===== config.mk =====
export PLATFORM = sky130hd
export DESIGN_NAME = stonyman_seq
export DESIGN_NICKNAME = d
export VERILOG_FILES = /design/src/rtl/stonyman_seq.sv
export SDC_FILE = /design/constraint.sdc
export NUM_CORES = 1
export LEC_CHECK = 0
export CORE_ASPECT_RATIO = 0.8
export CORE_MARGIN = 2
export CORE_UTILIZATION = 55
export CTS_CLUSTER_SIZE = 40
export DETAILED_ROUTE_END_ITERATION = 12
export GPL_ROUTABILITY_DRIVEN = 0
export PLACE_DENSITY = 0.83
export SLEW_MARGIN = 20
export SYNTH_ARGS = -nofsm -noshare
export SYNTH_HDL_FRONTEND = slang
export SYNTH_SLANG_ARGS = --single-unit

===== constraint.sdc =====
create_clock -name PCLK -period 4.5 [get_ports PCLK]
set_input_delay 0.45 -clock PCLK [delete_from_list [all_inputs] [get_ports PCLK]]
set_output_delay 0.45 -clock PCLK [all_outputs]
set_load 0.02 [all_outputs]

===== src/rtl/stonyman_seq.sv =====
// stonyman_seq: frame-capture sequencer for the Stonyman 112x112 vision chip.
// On a START_CAPTURE strobe it walks every pixel in row-major order. It steers
// the chip pointer/value registers with RESP/INCP/RESV/INCV pulses, runs one
// external ADC conversion per pixel and pushes each sample into the pixel FIFO.
module stonyman_seq #(
    parameter int unsigned ROWS          = 112,
    parameter int unsigned COLS          = 112,
    parameter int unsigned PULSE_CYCLES  = 4,
    parameter int unsigned SETTLE_CYCLES = 16
) (
    input  logic       PCLK,
    input  logic       PRESERN,
    input  logic       START_CAPTURE,
    output logic       BUSY,
    output logic       RESP,
    output logic       INCP,
    output logic       RESV,
    output logic       INCV,
    output logic       ADC_START,
    input  logic       ADC_DONE,
    input  logic [7:0] ADC_DATA,
    input  logic       FIFO_FULL,
    output logic       FIFO_WREN,
    output logic [7:0] FIFO_DATA
);

    localparam logic [3:0] S_IDLE     = 4'd0;
    localparam logic [3:0] S_ROW_RESP = 4'd1;
    localparam logic [3:0] S_ROW_INCP = 4'd2;
    localparam logic [3:0] S_ROW_RESV = 4'd3;
    localparam logic [3:0] S_ROW_INCV = 4'd4;
    localparam logic [3:0] S_COL_RESP = 4'd5;
    localparam logic [3:0] S_COL_RESV = 4'd6;
    localparam logic [3:0] S_SETTLE   = 4'd7;
    localparam logic [3:0] S_CONV     = 4'd8;
    localparam logic [3:0] S_WAITDONE = 4'd9;
    localparam logic [3:0] S_PUSH     = 4'd10;
    localparam logic [3:0] S_COL_INCV = 4'd11;

    localparam logic [15:0] PULSE_HI    = 16'(PULSE_CYCLES);
    localparam logic [15:0] PULSE_LAST  = 16'(2 * PULSE_CYCLES - 1);
    localparam logic [15:0] SETTLE_LAST = 16'(SETTLE_CYCLES - 1);
    localparam logic [6:0]  ROW_LAST    = 7'(ROWS - 1);
    localparam logic [6:0]  COL_LAST    = 7'(COLS - 1);

    logic [3:0]  state_q, state_d;
    logic [15:0] cnt_q, cnt_d;
    logic [6:0]  r_q, r_d;
    logic [6:0]  c_q, c_d;
    logic [6:0]  incv_cnt_q, incv_cnt_d;
    logic        busy_q, busy_d;
    logic        resp_q, resp_d;
    logic        incp_q, incp_d;
    logic        resv_q, resv_d;
    logic        incv_q, incv_d;
    logic        adc_start_q, adc_start_d;
    logic        fifo_wren_q, fifo_wren_d;
    logic [7:0]  fifo_data_q, fifo_data_d;

    logic        pulse_end;
    logic        pulse_hi;
    logic [15:0] cnt_inc;

    // Next-state logic. Outputs are decoded from the next state so every pin
    // is a flop that lines up exactly with the state it belongs to.
    always_comb begin
        state_d     = state_q;
        cnt_d       = cnt_q;
        r_d         = r_q;
        c_d         = c_q;
        incv_cnt_d  = incv_cnt_q;
        fifo_data_d = fifo_data_q;
        pulse_end   = (cnt_q == PULSE_LAST);
        cnt_inc     = cnt_q + 16'd1;

        case (state_q)
            S_IDLE: begin
                cnt_d = '0;
                if (!START_CAPTURE) begin
                    r_d     = '0;
                    state_d = S_ROW_RESP;
                end
            end
            S_ROW_RESP: begin
                if (pulse_end) begin
                    cnt_d   = '0;
                    state_d = S_ROW_INCP;
                end else begin
                    cnt_d = cnt_inc;
                end
            end
            S_ROW_INCP: begin
                if (pulse_end) begin
                    cnt_d   = '0;
                    state_d = S_ROW_RESV;
                end else begin
                    cnt_d = cnt_inc;
                end
            end
            S_ROW_RESV: begin
                if (pulse_end) begin
                    cnt_d      = '0;
                    incv_cnt_d = '0;
                    state_d    = S_ROW_INCV;
                end else begin
                    cnt_d = cnt_inc;
                end
            end
            S_ROW_INCV: begin
                // The row-select test happens at the start of each pulse slot,
                // so row 0 spends one idle cycle here and emits no INCV.
                if (cnt_q == '0 && incv_cnt_q == r_q) begin
                    state_d = S_COL_RESP;
                end else if (pulse_end) begin
                    cnt_d      = '0;
                    incv_cnt_d = incv_cnt_q + 7'd1;
                end else begin
                    cnt_d = cnt_inc;
                end
            end
            S_COL_RESP: begin
                if (pulse_end) begin
                    cnt_d   = '0;
                    state_d = S_COL_RESV;
                end else begin
                    cnt_d = cnt_inc;
                end
            end
            S_COL_RESV: begin
                if (pulse_end) begin
                    cnt_d   = '0;
                    c_d     = '0;
                    state_d = S_SETTLE;
                end else begin
                    cnt_d = cnt_inc;
                end
            end
            S_SETTLE: begin
                if (cnt_q == SETTLE_LAST) begin
                    cnt_d   = '0;
                    state_d = S_CONV;
                end else begin
                    cnt_d = cnt_inc;
                end
            end
            S_CONV: begin
                cnt_d   = '0;
                state_d = S_WAITDONE;
            end
            S_WAITDONE: begin
                if (ADC_DONE) begin
                    fifo_data_d = ADC_DATA;
                    cnt_d       = '0;
                    state_d     = S_PUSH;
                end
            end
            S_PUSH: begin
                // cnt 0: wait for room; cnt 1: the single write cycle.
                if (cnt_q == '0) begin
                    if (!FIFO_FULL) begin
                        cnt_d = 16'd1;
                    end
                end else begin
                    cnt_d = '0;
                    if (c_q < COL_LAST) begin
                        state_d = S_COL_INCV;
                    end else if (r_q < ROW_LAST) begin
                        r_d     = r_q + 7'd1;
                        state_d = S_ROW_RESP;
                    end else begin
                        state_d = S_IDLE;
                    end
                end
            end
            S_COL_INCV: begin
                if (pulse_end) begin
                    cnt_d   = '0;
                    c_d     = c_q + 7'd1;
                    state_d = S_SETTLE;
                end else begin
                    cnt_d = cnt_inc;
                end
            end
            default: begin
                cnt_d   = '0;
                state_d = S_IDLE;
            end
        endcase

        pulse_hi    = (cnt_d < PULSE_HI);
        busy_d      = (state_d != S_IDLE);
        resp_d      = (state_d == S_ROW_RESP || state_d == S_COL_RESP) && pulse_hi;
        incp_d      = (state_d == S_ROW_INCP) && pulse_hi;
        resv_d      = (state_d == S_ROW_RESV || state_d == S_COL_RESV) && pulse_hi;
        incv_d      = ((state_d == S_ROW_INCV && incv_cnt_d != r_d) ||
                       state_d == S_COL_INCV) && pulse_hi;
        adc_start_d = (state_d == S_CONV);
        fifo_wren_d = !(state_d == S_PUSH && cnt_d == 16'd1);
    end

    // State, counters and registered outputs; reset aborts any frame at once.
    always_ff @(posedge PCLK or negedge PRESERN) begin
        if (!PRESERN) begin
            state_q     <= S_IDLE;
            cnt_q       <= '0;
            r_q         <= '0;
            c_q         <= '0;
            incv_cnt_q  <= '0;
            busy_q      <= 1'b0;
            resp_q      <= 1'b0;
            incp_q      <= 1'b0;
            resv_q      <= 1'b0;
            incv_q      <= 1'b0;
            adc_start_q <= 1'b0;
            fifo_wren_q <= 1'b1;
            fifo_data_q <= '0;
        end else begin
            state_q     <= state_d;
            cnt_q       <= cnt_d;
            r_q         <= r_d;
            c_q         <= c_d;
            incv_cnt_q  <= incv_cnt_d;
            busy_q      <= busy_d;
            resp_q      <= resp_d;
            incp_q      <= incp_d;
            resv_q      <= resv_d;
            incv_q      <= incv_d;
            adc_start_q <= adc_start_d;
            fifo_wren_q <= fifo_wren_d;
            fifo_data_q <= fifo_data_d;
        end
    end

    assign BUSY      = busy_q;
    assign RESP      = resp_q;
    assign INCP      = incp_q;
    assign RESV      = resv_q;
    assign INCV      = incv_q;
    assign ADC_START = adc_start_q;
    assign FIFO_WREN = fifo_wren_q;
    assign FIFO_DATA = fifo_data_q;

endmodule


==> flow_metrics.env <==
export IMPL_whs_ns=0.263
export IMPL_fp_row_count=26
export IMPL_leakage_nw=1.77
export IMPL_power_density_nw_per_um2=574
export IMPL_cts_setup_buffers=0
export IMPL_crit_family="simple AND/OR/NAND/NOR gates"
export IMPL_synthToLayoutAreaGrowth_pct=11.0
export IMPL_ys_seq_area_share_pct=38.1
export IMPL_synth_most_common_cell="dfrtp_1"
export IMPL_relSlewSlack_pct=47.9
export IMPL_synth_distinct_cells=64
export IMPL_crit_fanout=11
export IMPL_clkTransAtPathRegs_ns=0.10
export IMPL_setup_tns_final_ns=0
export IMPL_setup_worst_path_start_class="flop"
export IMPL_htree_levels=2
export IMPL_setup_slack_ns=0.643
export IMPL_report_final_slew_viol_count=0
export IMPL_status="finished clean"
export IMPL_via_per_inst=6.60
export IMPL_path_class="flop to flop"
export IMPL_synthesis_nets=442
export IMPL_yosys_warnings=0
export IMPL_finalPower_mw=2.34
export IMPL_clockRootBuffer="clkbuf_8"
export IMPL_synth_edff_count=0
export IMPL_cts_tree="yes"
export IMPL_cpPeakStageDelay_ns=0.69
export IMPL_nets=459
export IMPL_drt_iter0_markers=456
export IMPL_ios=28
export IMPL_maxCapViolCount=0
export IMPL_critPathRequiredTime_ns=4.70
export IMPL_crit_arrival_ns=4.05
export IMPL_crit_chain="nor4_1, nand4_1, a22o_1, and3_1, a211o_1, a2111oi_0, nand4_1, nor4_1"
export IMPL_synth_top_cell_area_share_pct=37.4
export IMPL_layout_min_cycle_time_ns=3.86
export IMPL_cts_inserted_buffers=5
export IMPL_antenna_found_initial=0
export IMPL_worstMarginPinSlew_ns=0.777
export IMPL_layout_drive_gt1_share_pct=9.52
export IMPL_wirelength_um=9180
export IMPL_synth_area_leaders="dfrtp_1 37%, o21ai_0 4.2%, nand2_1 4.1%"
export IMPL_die_height_um=77.1
export IMPL_setup_violations=0
export IMPL_grt_max_degree=57
export IMPL_worstSetupPathDepth=8
export IMPL_hold_buffers=0
export IMPL_ys_seq_elements=56
export IMPL_grt_pass1_vias=3181
export IMPL_synth_top_flop_cell="dfrtp_1"
export IMPL_core_area_um2=6440
export IMPL_synth_commonest_cells="55 x dfrtp_1, 40 x nand2_1, 31 x o21ai_0"
export IMPL_grt_util_all_layers_pct=26.6
export IMPL_finalHoldViolCount=0
export IMPL_cts_max_path_buffers=2
export IMPL_finClkSkew_ns=0.00830
export IMPL_io_buffers=27
export IMPL_routedWlPerCell_um=17.5
export IMPL_fin_crit_sh_pct=85.7
export IMPL_end_kind="flop"
export IMPL_synthCells=423
export IMPL_ir_drop_mv=0.354
export IMPL_grt_ovfl_total=0
export IMPL_cts_repair_resized=0
export IMPL_drc_errors=0
export IMPL_clk_latency_ns=0.30
export IMPL_synth_top_area_cell="dfrtp_1"
export IMPL_post_place_ws_ns=0.824
export IMPL_path_buf_inv=0
export IMPL_vias=3465
export IMPL_die_w_um=95.4
export IMPL_slowest_stage="nor4_1"
export IMPL_rsz0062_at_grt="false"
export IMPL_first_pass_iters=6
export IMPL_r2r_cells=8
export IMPL_synth_area_um2=3680
export IMPL_start_util_pct=57.1
export IMPL_clkSinkCount=56
export IMPL_n_antenna_cell=0
export IMPL_place_hpwl_um=6590
export IMPL_antenna_left=0
export IMPL_hp_class="primary input to async pin"
export IMPL_dieArea_um2=7360
export IMPL_async_flop_share_pct=100
export IMPL_fmax_ghz=0.259
export IMPL_syn_area_per_cell_um2=8.70
export IMPL_grt_pass1_wl_um=15500
==> cell families (layout without fill, tap and decap cells) <==
family / count (synthesis) / after routing / synth area share, %
flops: 56 / 56 / 38.1
compound gates: 112 / 112 / 20.3
simple gates: 187 / 187 / 28.3
mux: 11 / 11 / 3.40
fa+ha+maj: 6 / 6 / 2.04
buf+inv: 35 / 53 / 4.05
xor+xnor: 16 / 16 / 3.81
==> state kept, by name (all words and copies together) (netlist names) <==
name / flops
c_q: 7
incv_cnt_q: 7
INCV: 1
FIFO_DATA: 8
RESV: 1
BUSY: 1
cnt_q: 16
INCP: 1
RESP: 1
ADC_START: 1
r_q: 7
state_q: 4
FIFO_WREN: 1
==> routing by layer <==
metal	up-vias	wire length, um	global-route usage, %
met3	8	878	5.01
met5	-	0	0
met4	0	69	5.71
li1	1626	-	-
met1	1619	4270	41.1
met2	212	3960	38.6
==> power by group <==
part	leakage (nW)	total, mW	internal (mW)	switching, mW
Sequential	0.741	0.801	0.617	0.184
Clock	0.0445	0.283	0.125	0.157
Combinational	0.987	1.26	0.536	0.725
==> cells in the final DEF, fill, tap and decap left out, types with 6 or more instances in the layout <==
cell type,instances
nor3_1,10
or3_1,8
ha_1,6
clkbuf_8,6
nand3_1,21
a22o_1,8
nor4_1,11
o21ai_0,31
nand2b_1,9
nand2_1,40
xor2_1,14
nor2_1,26
inv_1,14
a31oi_1,9
mux2_2,8
clkdlybuf4s50_1,26
and3_1,9
or2_2,9
nand4_1,8
dfrtp_1,55
a21oi_1,18
o31ai_1,7
==> per-stage QoR <==
| step | utilization, % | instances | instance area [um^2] |
|---|---|---|---|
| after floorplan | - | 423 | 3680 |
| after global placement | 61.9 | 517 | 3990 |
| after detailed placement | 61.9 | 517 | 3990 |
| after CTS | 63.4 | 525 | 4080 |
| after global routing | 63.4 | 525 | 4080 |
| final | 63.4 | 525 | 4080 |
==> final timing paths <==
kind | start | end | slack [ns]
worst max register to register | cnt_q[6]$_DFF_PN0_ | INCP$_DFF_PN0_ | 0.64
worst max-delay path | cnt_q[6]$_DFF_PN0_ | INCP$_DFF_PN0_ | 0.64
worst min register to register | c_q[6]$_DFFE_PN0P_ | c_q[6]$_DFFE_PN0P_ | 0.49
worst min-delay path | PRESERN | c_q[5]$_DFFE_PN0P_ | 0.26
min in group PCLK | c_q[6]$_DFFE_PN0P_ | c_q[6]$_DFFE_PN0P_ | 0.49
max in group asynchronous | PRESERN | incv_cnt_q[6]$_DFF_PN0_ | 3.74
==> area by class of cell <==
cell class,instances,area (um^2)
fillers,537,2360
well taps,84,105
clock inverters,1,7.51
inverters,14,52.6
clock buffers,7,86.3
flip-flops and latches,56,1400
repair buffers,31,295
multi-input cells,332,2130
(Power assumes the default switching activity.)
